### config.mk
export PLATFORM = sky130hd
export DESIGN_NAME = accel_sample_sequencer
export DESIGN_NICKNAME = d
export VERILOG_FILES = /design/src/rtl/accel_pkg.sv /design/src/rtl/accel_frame_assembler.sv /design/src/rtl/accel_sample_sequencer.sv
export SDC_FILE = /design/constraint.sdc
export NUM_CORES = 1
export LEC_CHECK = 0
export CAP_MARGIN = 10
export CORE_MARGIN = 8
export CORE_UTILIZATION = 30
export DETAILED_ROUTE_END_ITERATION = 16
export PLACE_DENSITY_LB_ADDON = 0.2
export SKIP_LAST_GASP = 1
export SYNTH_ARGS = -nofsm -noshare
export SYNTH_HDL_FRONTEND = slang
export SYNTH_HIERARCHICAL = 1
export SYNTH_SLANG_ARGS = --single-unit
export TNS_END_PERCENT = 20
### constraint.sdc
create_clock -name clk -period 6.85 [get_ports clk]
set_input_delay 1.7125 -clock clk [delete_from_list [all_inputs] [get_ports clk]]
set_output_delay 1.7125 -clock clk [all_outputs]
set_load 0.1 [all_outputs]
### src/rtl/accel_pkg.sv
// Shared types and constants for the accelerometer sample sequencer.
// Also holds the axis conversion applied when a frame completes.
package accel_pkg;

  typedef enum logic [1:0] {IDLE, COLLECT, ISSUE, WAIT} state_t;

  localparam int         FRAME_BYTES         = 6;
  localparam int         DEFAULT_TIMEOUT_CYC = 4096;

  localparam logic [2:0] IDX_XL = 3'd0;
  localparam logic [2:0] IDX_XH = 3'd1;
  localparam logic [2:0] IDX_YL = 3'd2;
  localparam logic [2:0] IDX_YH = 3'd3;
  localparam logic [2:0] IDX_ZL = 3'd4;
  localparam logic [2:0] IDX_ZH = 3'd5;

  // -32768 has no positive twin in 16 bits, so it saturates to 32767.
  function automatic logic [15:0] axis_value(input logic [7:0] lo, input logic [7:0] hi,
                                             input logic abs_en);
    logic [15:0] raw;
    raw = {hi, lo};
    if (!abs_en || !raw[15]) return raw;
    if (raw == 16'h8000) return 16'h7FFF;
    return ~raw + 16'd1;
  endfunction

endpackage

### src/rtl/accel_frame_assembler.sv
// Collects XL..ZH bytes into a frame and registers the three axis values
// at the moment the ZH byte is accepted.
module accel_frame_assembler
  import accel_pkg::*;
#(
  parameter bit ABS_EN = 1'b1
) (
  input  logic        clk,
  input  logic        reset,
  input  logic [7:0]  byte_in,
  input  logic        byte_valid,
  input  logic        frame_start,
  output logic        frame_done,
  output logic [15:0] accel_x,
  output logic [15:0] accel_y,
  output logic [15:0] accel_z
);

  logic [2:0] idx;
  logic [7:0] frame_bytes [FRAME_BYTES];

  // A frame_start byte always resyncs, even when it lands in the ZH slot.
  assign frame_done = byte_valid && !frame_start && (idx == IDX_ZH);

  // Index 0 means no frame in progress, so stray bytes are dropped until a frame_start.
  always_ff @(posedge clk or posedge reset) begin
    if (reset) begin
      idx     <= IDX_XL;
      accel_x <= '0;
      accel_y <= '0;
      accel_z <= '0;
      for (int i = 0; i < FRAME_BYTES; i++) frame_bytes[i] <= '0;
    end else if (byte_valid) begin
      if (frame_start) begin
        frame_bytes[IDX_XL] <= byte_in;
        idx                 <= IDX_XH;
      end else if (idx == IDX_ZH) begin
        accel_x <= axis_value(frame_bytes[IDX_XL], frame_bytes[IDX_XH], ABS_EN);
        accel_y <= axis_value(frame_bytes[IDX_YL], frame_bytes[IDX_YH], ABS_EN);
        accel_z <= axis_value(frame_bytes[IDX_ZL], byte_in, ABS_EN);
        idx     <= IDX_XL;
      end else if (idx != IDX_XL) begin
        frame_bytes[idx] <= byte_in;
        idx              <= idx + 3'd1;
      end
    end
  end

endmodule

### src/rtl/accel_sample_sequencer.sv
// Accelerometer sample sequencer: frames sensor bytes into X/Y/Z, runs the
// magnitude calculator handshake with a timeout and forwards its result.
module accel_sample_sequencer
  import accel_pkg::*;
#(
  parameter int TIMEOUT_CYC = DEFAULT_TIMEOUT_CYC,
  parameter bit ABS_EN      = 1'b1,
  parameter int CNT_W       = 16
) (
  input  logic             clk,
  input  logic             reset,
  input  logic [7:0]       byte_in,
  input  logic             byte_valid,
  input  logic             frame_start,
  output logic [15:0]      accel_x,
  output logic [15:0]      accel_y,
  output logic [15:0]      accel_z,
  output logic             start,
  input  logic [15:0]      magnitude,
  input  logic             valid,
  output logic [15:0]      mag_out,
  output logic             mag_valid,
  output logic             busy,
  output logic             overrun,
  output logic             timeout_err,
  output logic [CNT_W-1:0] sample_count
);

  state_t      state;
  logic [31:0] timer;
  logic        frame_done;
  logic        take_byte;
  logic        expired;

  // Bytes arriving while a magnitude is outstanding never reach the assembler.
  assign take_byte = byte_valid && !busy;
  assign expired   = (TIMEOUT_CYC != 0) && (timer + 32'd1 == 32'(TIMEOUT_CYC));

  accel_frame_assembler #(
    .ABS_EN(ABS_EN)
  ) u_assembler (
    .clk        (clk),
    .reset      (reset),
    .byte_in    (byte_in),
    .byte_valid (take_byte),
    .frame_start(frame_start),
    .frame_done (frame_done),
    .accel_x    (accel_x),
    .accel_y    (accel_y),
    .accel_z    (accel_z)
  );

  always_ff @(posedge clk or posedge reset) begin
    if (reset) begin
      state        <= IDLE;
      timer        <= '0;
      start        <= 1'b0;
      busy         <= 1'b0;
      mag_out      <= '0;
      mag_valid    <= 1'b0;
      overrun      <= 1'b0;
      timeout_err  <= 1'b0;
      sample_count <= '0;
    end else begin
      start     <= 1'b0;
      mag_valid <= 1'b0;
      if (busy && byte_valid) overrun <= 1'b1;

      case (state)
        IDLE: begin
          if (take_byte && frame_start) state <= COLLECT;
        end
        COLLECT: begin
          if (frame_done) begin
            state <= ISSUE;
            start <= 1'b1;
            busy  <= 1'b1;
          end
        end
        ISSUE: begin
          timer <= '0;
          state <= WAIT;
        end
        WAIT: begin
          // A result arriving on the expiry cycle is still accepted.
          if (valid) begin
            mag_out      <= magnitude;
            mag_valid    <= 1'b1;
            sample_count <= sample_count + CNT_W'(1);
            busy         <= 1'b0;
            state        <= IDLE;
          end else if (expired) begin
            timeout_err <= 1'b1;
            busy        <= 1'b0;
            state       <= IDLE;
          end else begin
            timer <= timer + 32'd1;
          end
        end
        default: state <= IDLE;
      endcase
    end
  end

endmodule

---- Yosys cells after proc, flatten, opt, wreduce, memory -nomap -nowiden ----
Cells that the tools add are included.
storage, ports and cells
  memories ................................ 0
  word-level logic and storage cells ...... 135
  memory bits (writable) .................. 0
  bits of input ports ..................... 29
  output and inout bits ................... 85
  latch bits .............................. 0
  register bits after elaboration ......... 170
  memory bits (read-only) ................. 0
operators by class
  reductions and logical operators ........ 23
  shift operators ......................... 0
  magnitude comparators ................... 2
  $add $sub $neg .......................... 6
  div/mod/pow operators ................... 0
  multiply operators ...................... 0
  mux-type cells .......................... 64
  bitwise gates (word level) .............. 7
  equality and inequality tests ........... 14
operators by type and width
  kind                                                    number
  2-to-1 mux 16 bit                                       12
  2-to-1 mux 48 bit                                       2
  adder 16 x 1 -> 16 bit (second input constant)          4
  2-to-1 mux 32 bit                                       2
  one-hot mux 32 bit (2 select lines)                     1
  bitwise mux 48 bit                                      1
  equality test 16 bit (second input constant)            3
  inverter 16 bit                                         3
  2-to-1 mux 1 bit                                        34
  adder 32 x 1 -> 32 bit (second input constant)          1
  equality test 32 x 13 -> 1 bit (second input constant)  1
  demux 8 bit (select 3 bit)                              1
  AND reduction 3 bit                                     6
  2-to-1 mux 8 bit                                        2
  inequality test 2 bit (second input constant)           5
  2-to-1 mux 3 bit                                        3
  2-to-1 mux 2 bit                                        4
  one-hot mux 2 bit (4 select lines)                      1
  logical AND 1 bit                                       6
  nonzero test 2 bit                                      3
  nonzero test 3 bit                                      2
  equality test 2 bit (second input constant)             2
  >= comparator 4 bit (second input constant)             1
  < comparator 4 x 1 -> 1 bit (second input constant)     1
  other kinds (11)                                        15

---- Depth between registers and ports, before layout ----
  depth in word-level cells ............... 10
  depth in mapped cells ................... 11
  mapped depth without buffers ............ 9

---- Modules after synthesis ----
The synthesis kept the hierarchy.
by module, submodules not included
  module                  times used  cells each  sequential area each (sq um)  area an instance (sq um)
  accel_frame_assembler   1           444         2,277.2                       4,461.8
  accel_sample_sequencer  1           438         1,776.7                       4,190.3

---- Worst setup path before layout ----
OpenSTA, ideal clock, no wires.
  path kind ............................... input-to-reg
  start ................................... in byte_valid
  end ..................................... reg state[1]
  arrival ................................. 3.529 ns
  library setup time ...................... 0.128 ns
  stages on the path ...................... 9
  setup slack ............................. 3.193 ns
  required time ........................... 6.722 ns
  cell sequence ........................... nor2b_1 nand3b_1 or3b_2 clkbuf_1 inv_2 buf_2 nand2b_1 o211ai_2 mux2_1
between the ends
  cells in the longest elaborated chain, start to end .. 5
  elaborated cells between the ends (all ways) .. 7
ends and longest elaborated chain
  item                                    RTL line                      text
  from (decl)                             accel_sample_sequencer.sv:13  input logic byte_valid,
  logical AND 1 bit                       accel_sample_sequencer.sv:36  assign take_byte = byte_valid && !busy;
  logical AND 1 bit (2 in series)         accel_frame_assembler.sv:23   assign frame_done = byte_valid && !frame_start && (idx == IDX_ZH);
  net frame_done                          accel_sample_sequencer.sv:31  logic frame_done;
  inequality test 2 bit (no source line)  n/a
  AND reduction 3 bit (no source line)    n/a
  to (signal assigned)                    accel_sample_sequencer.sv:55  state <= IDLE;
  to (signal assigned)                    accel_sample_sequencer.sv:71  if (take_byte && frame_start) state <= COLLECT;
  to (signal assigned)                    accel_sample_sequencer.sv:75  state <= ISSUE;
  to (decl)                               accel_sample_sequencer.sv:29  state_t state;
The timed path passes the listed nets, and every way through them passes these cells.
A chain may end at the register's enable or synchronous reset.

---- Worst setup path after layout ----
  start ................................... in byte_valid
  end ..................................... reg u_assembler.accel_z[15]
between the ends
  cells in the longest elaborated chain, start to end .. 2
ends and longest elaborated chain
  item                                  RTL line                      text
  logical AND 1 bit                     accel_sample_sequencer.sv:36
  net take_byte                         accel_sample_sequencer.sv:32  logic take_byte;
  AND reduction 3 bit (no source line)  n/a
  to (signal assigned)                  accel_frame_assembler.sv:40   accel_z <= axis_value(frame_bytes[IDX_ZL], byte_in, ABS_EN);
  to (decl)                             accel_frame_assembler.sv:16   output logic [15:0] accel_z
The timed path passes the listed nets, and every way through them passes these cells.

==> results.ini <==
[place]
gp_congestion = 0.7911
portBuffers = 113
place_inst = 1332
hpwl_um = 16440

[power_and_ir_drop]
p_leak_nw = 4.602
power.total_mw = 5.307
peakVddDrop_mv = 0.4209
pwr_density_cell_mw_per_mm2 = 498.6

[timing]
fin_crit_ns = 4.212
setup_violations = 0
tightest_slew_ns = 1.038
setup_tns_ns = 0
drv_slew = 0
final.setup_skew_ns = 0.01402
fmax_mhz = 237.4
slew_headroom_pct = 30.58
hold_viol = 0
rsz0062_at_grt = false
finalHoldWorstSlack_ns = 0.4635
post-route-period-util_pct = 61.49

[synthesis]
synth_area_per_cell_um2 = 9.810
synthArstFlopShare_pct = 100.0
synth_ff_type = dfrtp_1
yosys.area.top_type = dfrtp_1
netlist_instances = 882
synth_edf_count = 0
synth_nets = 922
yosysUniqueCellTypes = 80
ys_top_cells_by_count = dfrtp_1 (162), nand2_1 (122), nor2_1 (71)
synth_area_leaders = dfrtp_1 (47%), nand2_1 (5.3%), mux2_2 (3.9%)
ys_ff_latch = 162
netlist_area_mm2 = 0.008652
synth_most_common_cell = dfrtp_1
ys.warnings.count = 6
synth-seq-area-share_pct = 46.85
synth_top_area_share_pct = 46.85

[clock_network]
post_cts_buffers = 0
clkTransAtPathRegs_ns = 0.07
insertion_delay_ns = 0.42
cts_buffer_depth = 2
cts-htree-levels = 4
cts-root-buf = clkbuf_16
cts.sinks = 162
cts_buffers = 17
cts-resized-gates = 0
ctsHoldBuffers = 0
cts_tree = built

[critical_path]
crit_chain = clkdlybuf4s50_1, nor2b_1, nand3b_1, or3b_2, buf_4, inv_2, buf_4, mux2_2
path_buf_inv = 4
cpPeakStageDelay_ns = 0.48
crit_path_top_delay_cell = clkdlybuf4s50_1
worstPathRequired_ns = 7.15
worst-path-max-fanout = 40
crit_type = input port to flip-flop
timing.critical_path.mode_cell = buf_4
cp_top_family = buffers and inverters
startpoint_type = input port
arrival_ns = 4.51
crit_path_end_kind = flip-flop

[floorplan]
die_area_mm2 = 0.03453
coreArea_mm2 = 0.02855
die_y_um = 185.8
rows = 62
start_util_pct = 30.31
fp.dieW_um = 185.8
pin_count = 114

[route]
ant_nets = 0
wl_um = 23260
dr.first_iter.drc_count = 452
wire_per_inst_um = 17.07
firstDrtPassIters = 5
viasPerCell = 5.032
vias = 6858
drcViolationCount = 0

[cells_and_area]
areaGrowthSynthToFinish_pct = 23.04
drive_gt1_share_pct = 11.03
nets = 1007
diodes = 0
final_cells = 1363

[job]
max-cap-violations = 0

[global_routing]
grt_max_degree = 54
grt_pass1_wl_um = 37650
grt_overflow = 0
grt_pass1_vias = 6827
antenna_found_initial = 0
grt_usage_pct = 13.62

[worst_hold_path]
hold_class = flip-flop to flip-flop

[run_status]
status = complete, no violations

[cell usage in the layout, fill, tap and decap left out, drive strengths merged, types with 5 or more instances in the layout]
cell,synthesis,layout
a211o,12,12
nand2b,10,10
xnor2,26,26
clkdlybuf4s50,0,113
nand2,123,123
and2,6,6
clkbuf,32,19
xor2,27,27
nor4,24,24
o21ai,38,38
o31ai,16,16
buf,22,7
a221o,5,5
a21o,7,7
ha,11,11
mux2i,9,9
nor3,23,23
nor3b,6,6
dfrtp,162,162
nand3,21,21
or2,5,5
nor2b,5,5
nor2,72,72
and4,5,5
o211ai,6,6
nand4,17,17
a31oi,15,15
and3,22,22
or3,5,5
mux2,32,32
or4,10,10
a21oi,31,31
inv,27,32
[layout make-up]
| class | instances | area (um2) |
|---|---|---|
| Inverter | 27 | 103.9 |
| Multi-Input combinational cell | 639 | 4249 |
| Sequential cell | 162 | 4054 |
| Clock buffer | 19 | 452.9 |
| Timing Repair Buffer | 120 | 1184 |
| Tap cell | 384 | 480.5 |
| Clock inverter | 12 | 121.4 |
| Fill cell | 2959 | 17900 |
[power by group]
| part | internal, mW | total (mW) | switching, mW |
|---|---|---|---|
| sequential | 1.27 | 1.59 | 0.324 |
| clock | 0.526 | 0.941 | 0.415 |
| combinational | 0.741 | 2.78 | 2.04 |
[path summary, 6_finish.rpt]
| check | endpoint | slack [ns] | depth (start not counted) | startpoint |
|---|---|---|---|---|
| max in group asynchronous | mag_out[10] | 3.99 | 3 | reset |
| max | u_assembler/accel_z[15] | 2.64 | 8 | byte_valid |
| min reg2reg | timeout_err | 0.46 | 1 | timeout_err |
| min | timeout_err | 0.46 | 1 | timeout_err |
| max reg2reg | timer[18] | 3.18 | 8 | timer[4] |
| min in group asynchronous | u_assembler/accel_y[15] | 1.81 | 2 | reset |
[layer usage]
metal	vias up	part of all wire [%]	global-route usage, %
met2	110	49	22.57
met5	-	0	0
li1	3342	-	-
met3	9	3.3	2.635
met4	0	0.58	2.858
met1	3397	48	18.21
[flip-flops by register name (all words and copies together) (netlist names)]
register	flops
busy	1
mag_out	16
mag_valid	1
overrun	1
sample_count	16
start	1
state	2
timeout_err	1
timer	32
u_assembler/accel_x	16
u_assembler/accel_y	16
u_assembler/accel_z	16
u_assembler/frame_bytes	40
u_assembler/idx	3
[worst register-to-register path, delay by kind of cell, from the launching register on]
family           cells  cell delay [ns]
AO/OA/AOI/OAI        3             1.21
flip-flops           1             0.53
AND/OR/NAND/NOR      5             1.87
[through the flow]
stage | utilization [%] | cell area (um2) | setup WS [ns]
final | 37.29 | 10650 | 2.638
after global routing | 37.29 | 10650 | 2.424
after CTS | 37.29 | 10650 | 2.621
after detailed placement | 35.28 | 10070 | 2.180
after global placement | 35.28 | 10070 | 2.239
after floorplan | - | 8652 | 2.774
[logic make-up (layout without fill, tap and decap cells)]
kind of cell	after synthesis	in the layout	share of synthesized area, %
AND/OR/NAND/NOR	370	370	23.18
AO/OA/AOI/OAI	164	164	13.64
flip-flops	162	162	46.85
buffers and inverters	81	178	4.121
XOR/XNOR	53	53	5.365
multiplexers	41	41	5.249
adder cells (fa/ha/maj)	11	11	1.591
(Power assumes the default switching activity.)
